**config.mk**
```make
export PLATFORM = sky130hd
export DESIGN_NAME = bus_arbiter_mux
export DESIGN_NICKNAME = d
export VERILOG_FILES = /design/src/rtl/bus_pkg.sv /design/src/rtl/prio_picker.sv /design/src/rtl/bus_arbiter_mux.sv
export SDC_FILE = /design/constraint.sdc
export NUM_CORES = 1
export LEC_CHECK = 0
export CORE_AREA = 2 2 338 340
export DETAILED_ROUTE_END_ITERATION = 10
export DIE_AREA = 0 0 340 342
export GPL_ROUTABILITY_DRIVEN = 0
export SYNTH_ARGS = -nofsm -noshare
export SYNTH_HDL_FRONTEND = slang
export SYNTH_SLANG_ARGS = --single-unit
```
**constraint.sdc**
```tcl
create_clock -name clock -period 5.9 [get_ports clock]
set_input_delay 1.18 -clock clock [delete_from_list [all_inputs] [get_ports clock]]
set_output_delay 1.18 -clock clock [all_outputs]
set_load 0.01 [all_outputs]
```
**src/rtl/bus_pkg.sv**
```systemverilog
// rtl/bus_pkg.sv - shared defaults and index-width helper for the bus arbiter/mux
package bus_pkg;

  localparam int DATA_W_DEF = 32;
  localparam int N_SRC_DEF  = 24;

  function automatic int idx_w(input int n);
    return (n > 1) ? $clog2(n) : 1;
  endfunction

endpackage

```
**src/rtl/prio_picker.sv**
```systemverilog
// rtl/prio_picker.sv - combinational first-set search from a start index, wrapping N-1 -> 0
module prio_picker #(
  parameter int N  = 24,
  parameter int IW = 5
) (
  input  logic [N-1:0]  req,
  input  logic [IW-1:0] start,
  output logic [N-1:0]  onehot,
  output logic [IW-1:0] idx,
  output logic          found
);

  always_comb begin
    onehot = '0;
    idx    = '0;
    found  = 1'b0;
    for (int k = 0; k < N; k++) begin
      int j;
      j = int'(start) + k;
      if (j >= N) j = j - N;
      if (!found && req[j]) begin
        found     = 1'b1;
        onehot[j] = 1'b1;
        idx       = IW'(j);
      end
    end
  end

endmodule

```
**src/rtl/bus_arbiter_mux.sv**
```systemverilog
// rtl/bus_arbiter_mux.sv - registered N-source bus arbiter and data mux with lock
// Define BUS_RR_ARB_EN for round-robin arbitration; default is fixed priority (lowest index wins).
module bus_arbiter_mux
  import bus_pkg::*;
#(
  parameter int DATA_W = DATA_W_DEF,
  parameter int N_SRC  = N_SRC_DEF
) (
  input  logic                      clock,
  input  logic                      clear,
  input  logic [N_SRC-1:0]          req,
  input  logic [N_SRC*DATA_W-1:0]   bus_in,
  input  logic                      hold,
  output logic [DATA_W-1:0]         bus_out,
  output logic [N_SRC-1:0]          grant,
  output logic [idx_w(N_SRC)-1:0]   src_idx,
  output logic                      valid,
  output logic                      conflict
);

  localparam int IW = idx_w(N_SRC);

  logic [DATA_W-1:0] w_words [N_SRC];
  logic [N_SRC-1:0]  w_pick_oh;
  logic [IW-1:0]     w_pick_idx;
  logic              w_pick_any;
  logic [IW-1:0]     w_start;
  logic              w_locked;
  logic [IW-1:0]     w_sel;
  logic              w_conflict;

  logic [DATA_W-1:0] r_bus;
  logic [N_SRC-1:0]  r_grant;
  logic [IW-1:0]     r_idx;
  logic              r_valid;
  logic              r_conflict;

  for (genvar i = 0; i < N_SRC; i++) begin : g_words
    assign w_words[i] = bus_in[i*DATA_W +: DATA_W];
  end

`ifdef BUS_RR_ARB_EN
  logic [IW-1:0] r_ptr;
  assign w_start = r_ptr;

  // Pointer only advances on a fresh grant; idle and locked cycles leave it alone.
  always_ff @(posedge clock) begin
    if (!clear) begin
      r_ptr <= '0;
    end else if (!w_locked && w_pick_any) begin
      r_ptr <= (w_pick_idx == IW'(N_SRC - 1)) ? '0 : w_pick_idx + IW'(1);
    end
  end
`else
  assign w_start = '0;
`endif

  prio_picker #(
    .N  (N_SRC),
    .IW (IW)
  ) u_picker (
    .req    (req),
    .start  (w_start),
    .onehot (w_pick_oh),
    .idx    (w_pick_idx),
    .found  (w_pick_any)
  );

  // Lock holds only while the owner still requests; otherwise arbitrate this cycle.
  assign w_locked   = hold & r_valid & req[r_idx];
  assign w_sel      = w_locked ? r_idx : w_pick_idx;
  assign w_conflict = |(req & (req - N_SRC'(1)));

  always_ff @(posedge clock) begin
    if (!clear) begin
      r_bus      <= '0;
      r_grant    <= '0;
      r_idx      <= '0;
      r_valid    <= 1'b0;
      r_conflict <= 1'b0;
    end else begin
      r_conflict <= w_conflict;
      if (w_locked) begin
        r_bus <= w_words[w_sel];
      end else if (w_pick_any) begin
        r_grant <= w_pick_oh;
        r_idx   <= w_pick_idx;
        r_valid <= 1'b1;
        r_bus   <= w_words[w_sel];
      end else begin
        r_grant <= '0;
        r_idx   <= '0;
        r_valid <= 1'b0;
      end
    end
  end

  assign bus_out  = r_bus;
  assign grant    = r_grant;
  assign src_idx  = r_idx;
  assign valid    = r_valid;
  assign conflict = r_conflict;

endmodule

```
---- After elaboration in Yosys (flattened, before gate mapping) ----
Cells that the tools add are included.
W data, S select, Z words.
storage, ports and cells
  output and inout port bits .............. 63
  flip-flop bits (word level) ............. 63
  word-level logic and storage cells ...... 158
cells by class
  order comparisons ....................... 2
  equality and inequality tests ........... 2
  muxes and demuxes ....................... 97
  bitwise logic cells ..................... 4
  reduce and logical (&&, ||, !) cells .... 47
  $add $sub $neg .......................... 1
operators with widths
  kind                     count
  $mux W32                 7
  $bmux W32 S5             1
  $mux W24                 6
  $mux W5                  15
  $mux W4                  9
  $mux W1                  32
  $and A24 B24 Y24         1
  $reduce_or A24 Y1        1
  $sub A24 B1 Y24 const B  1
  $logic_and A1 B1 Y1      23
  $logic_not A1 Y1         23
  $mux W23                 1
  $mux W22                 1
  $mux W21                 1
  $mux W20                 1
  $mux W19                 1
  $mux W18                 1
  $mux W17                 1
  $mux W16                 1
  $mux W15                 1
  $mux W3                  5
  $mux W14                 1
  $mux W13                 1
  $mux W12                 1
  other kinds (14)         17

---- Depth between registers and ports, before layout ----
  depth in word-level cells ............... 80
  mapped depth ............................ 15
  depth with buffers taken out ............ 10

---- Modules after synthesis ----
Synthesis repeated with hierarchy kept, for this count alone.
second synthesis, totals
  cells, all modules ...................... 3,322
  area total of the unflattened synthesis .. 21,789.6 sq um
by module, submodules not included
  module           seq. area each (sq um)  times used  area an instance (sq um)  cells each
  prio_picker      0.0                     1           12,114.1                  1,877
  bus_arbiter_mux  1,261.2                 1           9,675.5                   1,445

---- Worst setup path after synthesis ----
Ideal clock, no wire load.
  kind .................................... input -> register
  start ................................... input req[0]
  end ..................................... register r_bus[13], in the netlist bus_out[13]
  path buffers ............................ 4
  data required time ...................... 5.766 ns
  stages on the path ...................... 12
  setup slack ............................. 1.743 ns
  arrival time ............................ 4.023 ns
  setup time .............................. 0.134 ns
  path through ............................ buf_6 > or4_1 > buf_2 > nor4_1 > o2111ai_1 > o31ai_1 > o31a_1 > buf_6 > buf_6 > mux4_2 > a22oi_1 > o221ai_1
between the ends
  word-level cells in the longest chain between the ends .. 80
  elaborated cells between the ends (all ways) .. 107
  classes of those cells .................. eq/ne: 1; mux: 58; bitwise: 2; reduce/logical: 46
RTL lines
  what                                         RTL line                                      source
  start, declared                              bus_arbiter_mux.sv:11                         input logic [N_SRC-1:0] req,
  $mux W1                                      prio_picker.sv:21                             if (!found && req[j]) begin
  $logic_not A1 Y1                             prio_picker.sv:21
  $logic_and A1 B1 Y1                          prio_picker.sv:21
  $mux W1                                      prio_picker.sv:21
  $logic_not A1 Y1                             prio_picker.sv:21
  $logic_and A1 B1 Y1                          prio_picker.sv:21
  $mux W1                                      prio_picker.sv:21
  $logic_not A1 Y1                             prio_picker.sv:21
  [... 63 more ...]                            -
  $not A5 Y6 (not written as such)             bus_arbiter_mux.sv:84, bus_arbiter_mux.sv:89
  $bmux W32 S5                                 bus_arbiter_mux.sv:84, bus_arbiter_mux.sv:89
  $mux W32 (not written as such) (2 in a row)  bus_arbiter_mux.sv:84, bus_arbiter_mux.sv:89
  $mux W32                                     bus_arbiter_mux.sv:85                         end else if (w_pick_any) begin
  $mux W32                                     bus_arbiter_mux.sv:83                         if (w_locked) begin
  $mux W32                                     bus_arbiter_mux.sv:75                         if (!clear) begin
  $mux W32                                     bus_arbiter_mux.sv:83
  $mux W32                                     bus_arbiter_mux.sv:75
  end signal, assigned                         bus_arbiter_mux.sv:84                         r_bus <= w_words[w_sel];
  end signal, assigned                         bus_arbiter_mux.sv:89                         r_bus <= w_words[w_sel];
  end, declared                                bus_arbiter_mux.sv:32                         logic [DATA_W-1:0] r_bus;
Several ways; a longest one is shown, not always the timed one. The select of a mux whose other input is x is not followed.
A chain may end at the register's enable or synchronous reset.

---- Final worst setup path ----
  start ................................... input req[0]
  end ..................................... register r_bus[18], in the netlist bus_out[18]
The elaborated chain is that of the path after synthesis.

==> run_summary.xml <==
<?xml version="1.0" encoding="UTF-8"?>
<metrics>
  <group name="logic_synthesis">
    <metric name="synth_enable_flop_cells" unit="">0</metric>
    <metric name="syn_area_per_cell" unit="um^2">6.627</metric>
    <metric name="netlist_top_cells_area" unit="">sky130_fd_sc_hd__nand2_1 (18%), sky130_fd_sc_hd__dfxtp_1 (13%), sky130_fd_sc_hd__mux2i_1 (11%), sky130_fd_sc_hd__nand3_1 (10%), sky130_fd_sc_hd__mux4_2 (9.2%)</metric>
    <metric name="syn_nets" unit="">2229</metric>
    <metric name="post_synth_inst_count" unit="">1434</metric>
    <metric name="yosys_warnings" unit="">0</metric>
    <metric name="share_of_synthesized_area_occupied_by_flip_flops_and_latches" unit="%">13.27</metric>
    <metric name="synth_largest_type_area_fraction" unit="%">18.21</metric>
    <metric name="synth_top_area_cell" unit="">sky130_fd_sc_hd__nand2_1</metric>
    <metric name="ys_ff_latch" unit="">63</metric>
    <metric name="synth.top_cells.by_count" unit="">sky130_fd_sc_hd__nand2_1 (461), sky130_fd_sc_hd__nand3_1 (195), sky130_fd_sc_hd__mux2i_1 (100), sky130_fd_sc_hd__a32oi_1 (91), sky130_fd_sc_hd__clkbuf_1 (65)</metric>
    <metric name="synth.lib_cells_used.distinct" unit="">62</metric>
    <metric name="most_used_flip_flop_cell_after_synthesis" unit="">sky130_fd_sc_hd__dfxtp_1</metric>
    <metric name="synth.most_common_cell" unit="">sky130_fd_sc_hd__nand2_1</metric>
    <metric name="synth_area" unit="um^2">9503</metric>
    <metric name="synth-async-reset-ratio" unit="%">0</metric>
  </group>
  <group name="clocking">
    <metric name="htreeDepth" unit="">3</metric>
    <metric name="cts_inserted_buffers" unit="">9</metric>
    <metric name="postCtsResizedCells" unit="">0</metric>
    <metric name="insertion_delay" unit="ns">0.39</metric>
    <metric name="postCtsHoldBufs" unit="">0</metric>
    <metric name="cts_post_setup_buffers_inserted" unit="">0</metric>
    <metric name="cts_tree" unit="">done</metric>
    <metric name="cts_root_buf" unit="">sky130_fd_sc_hd__clkbuf_16</metric>
    <metric name="tritoncts_num_sinks" unit="">63</metric>
    <metric name="cts_buffer_depth" unit="">2</metric>
    <metric name="clk_pin_slew" unit="ns">0.08</metric>
  </group>
  <group name="floorplanning">
    <metric name="floorplan.io_pins" unit="">858</metric>
    <metric name="width_of_the_die" unit="um">340</metric>
    <metric name="chipHeight" unit="um">342</metric>
    <metric name="fp.dieArea" unit="um^2">116300</metric>
    <metric name="fp-row-count" unit="">124</metric>
    <metric name="core_region_area" unit="um^2">113100</metric>
    <metric name="starting_density" unit="%">8.402</metric>
  </group>
  <group name="place">
    <metric name="dpl.hpwl" unit="um">91110</metric>
    <metric name="port-buffer-count" unit="">857</metric>
    <metric name="pre_cts_ws" unit="ns">0.2791</metric>
    <metric name="numPlacedInstances" unit="">3736</metric>
  </group>
  <group name="finish">
    <metric name="syn2layout_area_growth" unit="%">116.0</metric>
    <metric name="fin_cells" unit="">3763</metric>
    <metric name="design.final.nets" unit="">3030</metric>
    <metric name="post_route_cells_drive_above_1_share" unit="%">7.143</metric>
    <metric name="multiInputGateArea" unit="um^2">7640</metric>
    <metric name="layout.area.seq" unit="um^2">1261</metric>
    <metric name="filler_cell_count" unit="">12670</metric>
  </group>
  <group name="sta">
    <metric name="layout_min_cycle_time" unit="ns">5.295</metric>
    <metric name="achievable-frequency" unit="MHz">188.9</metric>
    <metric name="hold_ws" unit="ns">0.4654</metric>
    <metric name="finalSetupViolCount" unit="">0</metric>
    <metric name="maxSlewHeadroom" unit="%">31.99</metric>
    <metric name="finalHoldViolations" unit="">0</metric>
    <metric name="final.period_utilization" unit="%">89.75</metric>
    <metric name="final.setup.worst_slack" unit="ns">0.6048</metric>
    <metric name="fin_tns_setup" unit="ns">0</metric>
    <metric name="clock_skew" unit="ns">0.009349</metric>
    <metric name="rsz0062_at_grt" unit="">no</metric>
    <metric name="finalMaxSlewViolations" unit="">0</metric>
    <metric name="worst_pin_slew" unit="ns">1.020</metric>
  </group>
  <group name="route">
    <metric name="total_wirelength_of_the_detailed_routed_design" unit="um">107700</metric>
    <metric name="detail_route.iter0.violations" unit="">1619</metric>
    <metric name="post_drt_wl_per_cell" unit="um">28.63</metric>
    <metric name="total_number_of_vias" unit="">15370</metric>
    <metric name="antenna_violating_nets_post_route" unit="">0</metric>
    <metric name="drt_pass1_iterations" unit="">5</metric>
    <metric name="drc" unit="">0</metric>
    <metric name="drt-vias-per-instance" unit="">4.083</metric>
  </group>
  <group name="power">
    <metric name="seq_power_share" unit="%">16.9</metric>
    <metric name="power_frac_clock" unit="%">23.9</metric>
    <metric name="logic_gate_share_of_total_power" unit="%">59.1</metric>
    <metric name="max-vdd-ir-drop" unit="mV">0.1082</metric>
    <metric name="finalPower" unit="mW">2.872</metric>
    <metric name="power_switching" unit="mW">1.176</metric>
    <metric name="power_density" unit="nW/um^2">139.9</metric>
    <metric name="p_sw_share" unit="%">40.96</metric>
    <metric name="internal_power" unit="mW">1.695</metric>
    <metric name="cellLeakagePower" unit="nW">7.270</metric>
  </group>
  <group name="critical_path">
    <metric name="crit_required" unit="ns">6.13</metric>
    <metric name="crit_type" unit="">in -&gt; reg</metric>
    <metric name="rr_startpoint" unit="">src_idx[0]</metric>
    <metric name="worstSetupEndpointType" unit="">flip-flop</metric>
    <metric name="timing.critical_path.from" unit="">req[0]</metric>
    <metric name="crit_arrival" unit="ns">5.53</metric>
    <metric name="worstSetupStartpointType" unit="">primary input</metric>
    <metric name="worst_path_most_repeated_cell" unit="">sky130_fd_sc_hd__buf_4</metric>
    <metric name="worst-path-max-fanout" unit="">20</metric>
    <metric name="worst_path_max_delay_cell" unit="">sky130_fd_sc_hd__or4_1</metric>
    <metric name="crit_chain" unit="">clkdlybuf4s50_1 &gt; or4_1 &gt; nor4_1 &gt; buf_4 &gt; nand4_1 &gt; a31oi_1 &gt; mux2_4 &gt; buf_4 &gt; mux4_2 &gt; a22oi_1 &gt; o221ai_1</metric>
    <metric name="critical_path.max_stage_delay" unit="ns">0.70</metric>
  </group>
  <group name="job">
    <metric name="maxCapViolCount" unit="">0</metric>
  </group>
  <group name="global_routing">
    <metric name="antenna_found_initial" unit="">58</metric>
    <metric name="grt_overflow_total" unit="">0</metric>
    <metric name="vias_in_the_first_global_route" unit="">15320</metric>
    <metric name="grt_usage" unit="%">17.64</metric>
    <metric name="largest_net_degree_at_the_start_of_global_routing" unit="">102</metric>
    <metric name="grt_pass1_wl" unit="um">138800</metric>
  </group>
  <group name="min_path">
    <metric name="hold_path.startpoint" unit="">grant[10]</metric>
    <metric name="worst_hold_path_class" unit="">reg -&gt; reg</metric>
  </group>
  <group name="status">
    <metric name="status" unit="">finished, final reports clean</metric>
  </group>
</metrics>
placed cells by master, fill, tap and decap left out, types with 8 or more instances in the layout:
cell type,count
sky130_fd_sc_hd__nor2b_1,10
sky130_fd_sc_hd__o221ai_1,30
sky130_fd_sc_hd__a32oi_1,91
sky130_fd_sc_hd__o21ai_0,38
sky130_fd_sc_hd__nand2_1,460
sky130_fd_sc_hd__dfxtp_1,63
sky130_fd_sc_hd__nor2_1,51
sky130_fd_sc_hd__diode_2,11
sky130_fd_sc_hd__a21oi_1,44
sky130_fd_sc_hd__a21boi_0,18
sky130_fd_sc_hd__nor3_1,8
sky130_fd_sc_hd__a22oi_1,32
sky130_fd_sc_hd__nand3_1,195
sky130_fd_sc_hd__mux4_2,39
sky130_fd_sc_hd__buf_4,57
sky130_fd_sc_hd__mux2i_1,100
sky130_fd_sc_hd__clkdlybuf4s50_1,856
sky130_fd_sc_hd__clkbuf_16,9
sky130_fd_sc_hd__buf_12,17
stage by stage:
stage               instance area, um^2  util, %
global placement                  20160    17.83
finish                            20520    18.14
floorplan                          9503        -
detailed placement                20160    17.83
global route                      20510    18.13
CTS                               20490    18.12
cell families after synthesis:
| group | after synthesis | synth area share [%] |
|---|---|---|
| DFF | 63 | 13.27 |
| and+or+nand+nor | 780 | 35.58 |
| buffers and inverters | 149 | 7.400 |
| muxes | 143 | 20.28 |
| AOI/OAI and AO/OA | 294 | 22.95 |
| adders and majority gates | 5 | 0.5267 |
flip-flops by register name (all words and copies together) (netlist names):
name	cells
grant	24
conflict	1
valid	1
src_idx	5
bus_out	32
final timing paths:
kind,end,slack [ns],cells after the start
hold reg to reg,grant[10],0.47,2
setup / recovery,bus_out[18],0.60,11
hold / removal,grant[10],0.47,2
setup reg to reg,bus_out[8],1.54,10
power by group through the flow:
stage	Combinational [mW]	Clock [mW]	Sequential [mW]
global placement	1.73	0	0.496
floorplan	0.621	0	0.498
CTS	1.73	0.724	0.486
detailed placement	1.72	0	0.495
global route	1.81	0.731	0.490
finish	1.70	0.688	0.486
layer usage:
metal | vias to the layer above | global-route usage [%] | wire length [um]
met5 | - | 0 | 208
met4 | 34 | 4.840 | 3114
met3 | 145 | 4.500 | 8860
met2 | 982 | 28.64 | 48470
met1 | 7299 | 23.01 | 47070
li1 | 6905 | - | -
area by class of cell:
| type | count | share of cell area (%) |
|---|---|---|
| Timing Repair Buffer | 931 | 45.52 |
| Multi-Input combinational cell | 1222 | 37.23 |
| Tap cell | 1512 | 9.218 |
| Sequential cell | 63 | 6.146 |
| Clock buffer | 9 | 1.097 |
| Clock inverter | 7 | 0.5121 |
| Inverter | 8 | 0.1463 |
| Antenna cell | 11 | 0.1341 |
critical path, delay by kind of cell:
family | cells | cell delay, ns
muxes | 2 | 0.75
and+or+nand+nor | 3 | 1.28
buffers and inverters | 3 | 1.15
AOI/OAI and AO/OA | 3 | 1.11
(Power assumes the default switching activity.)
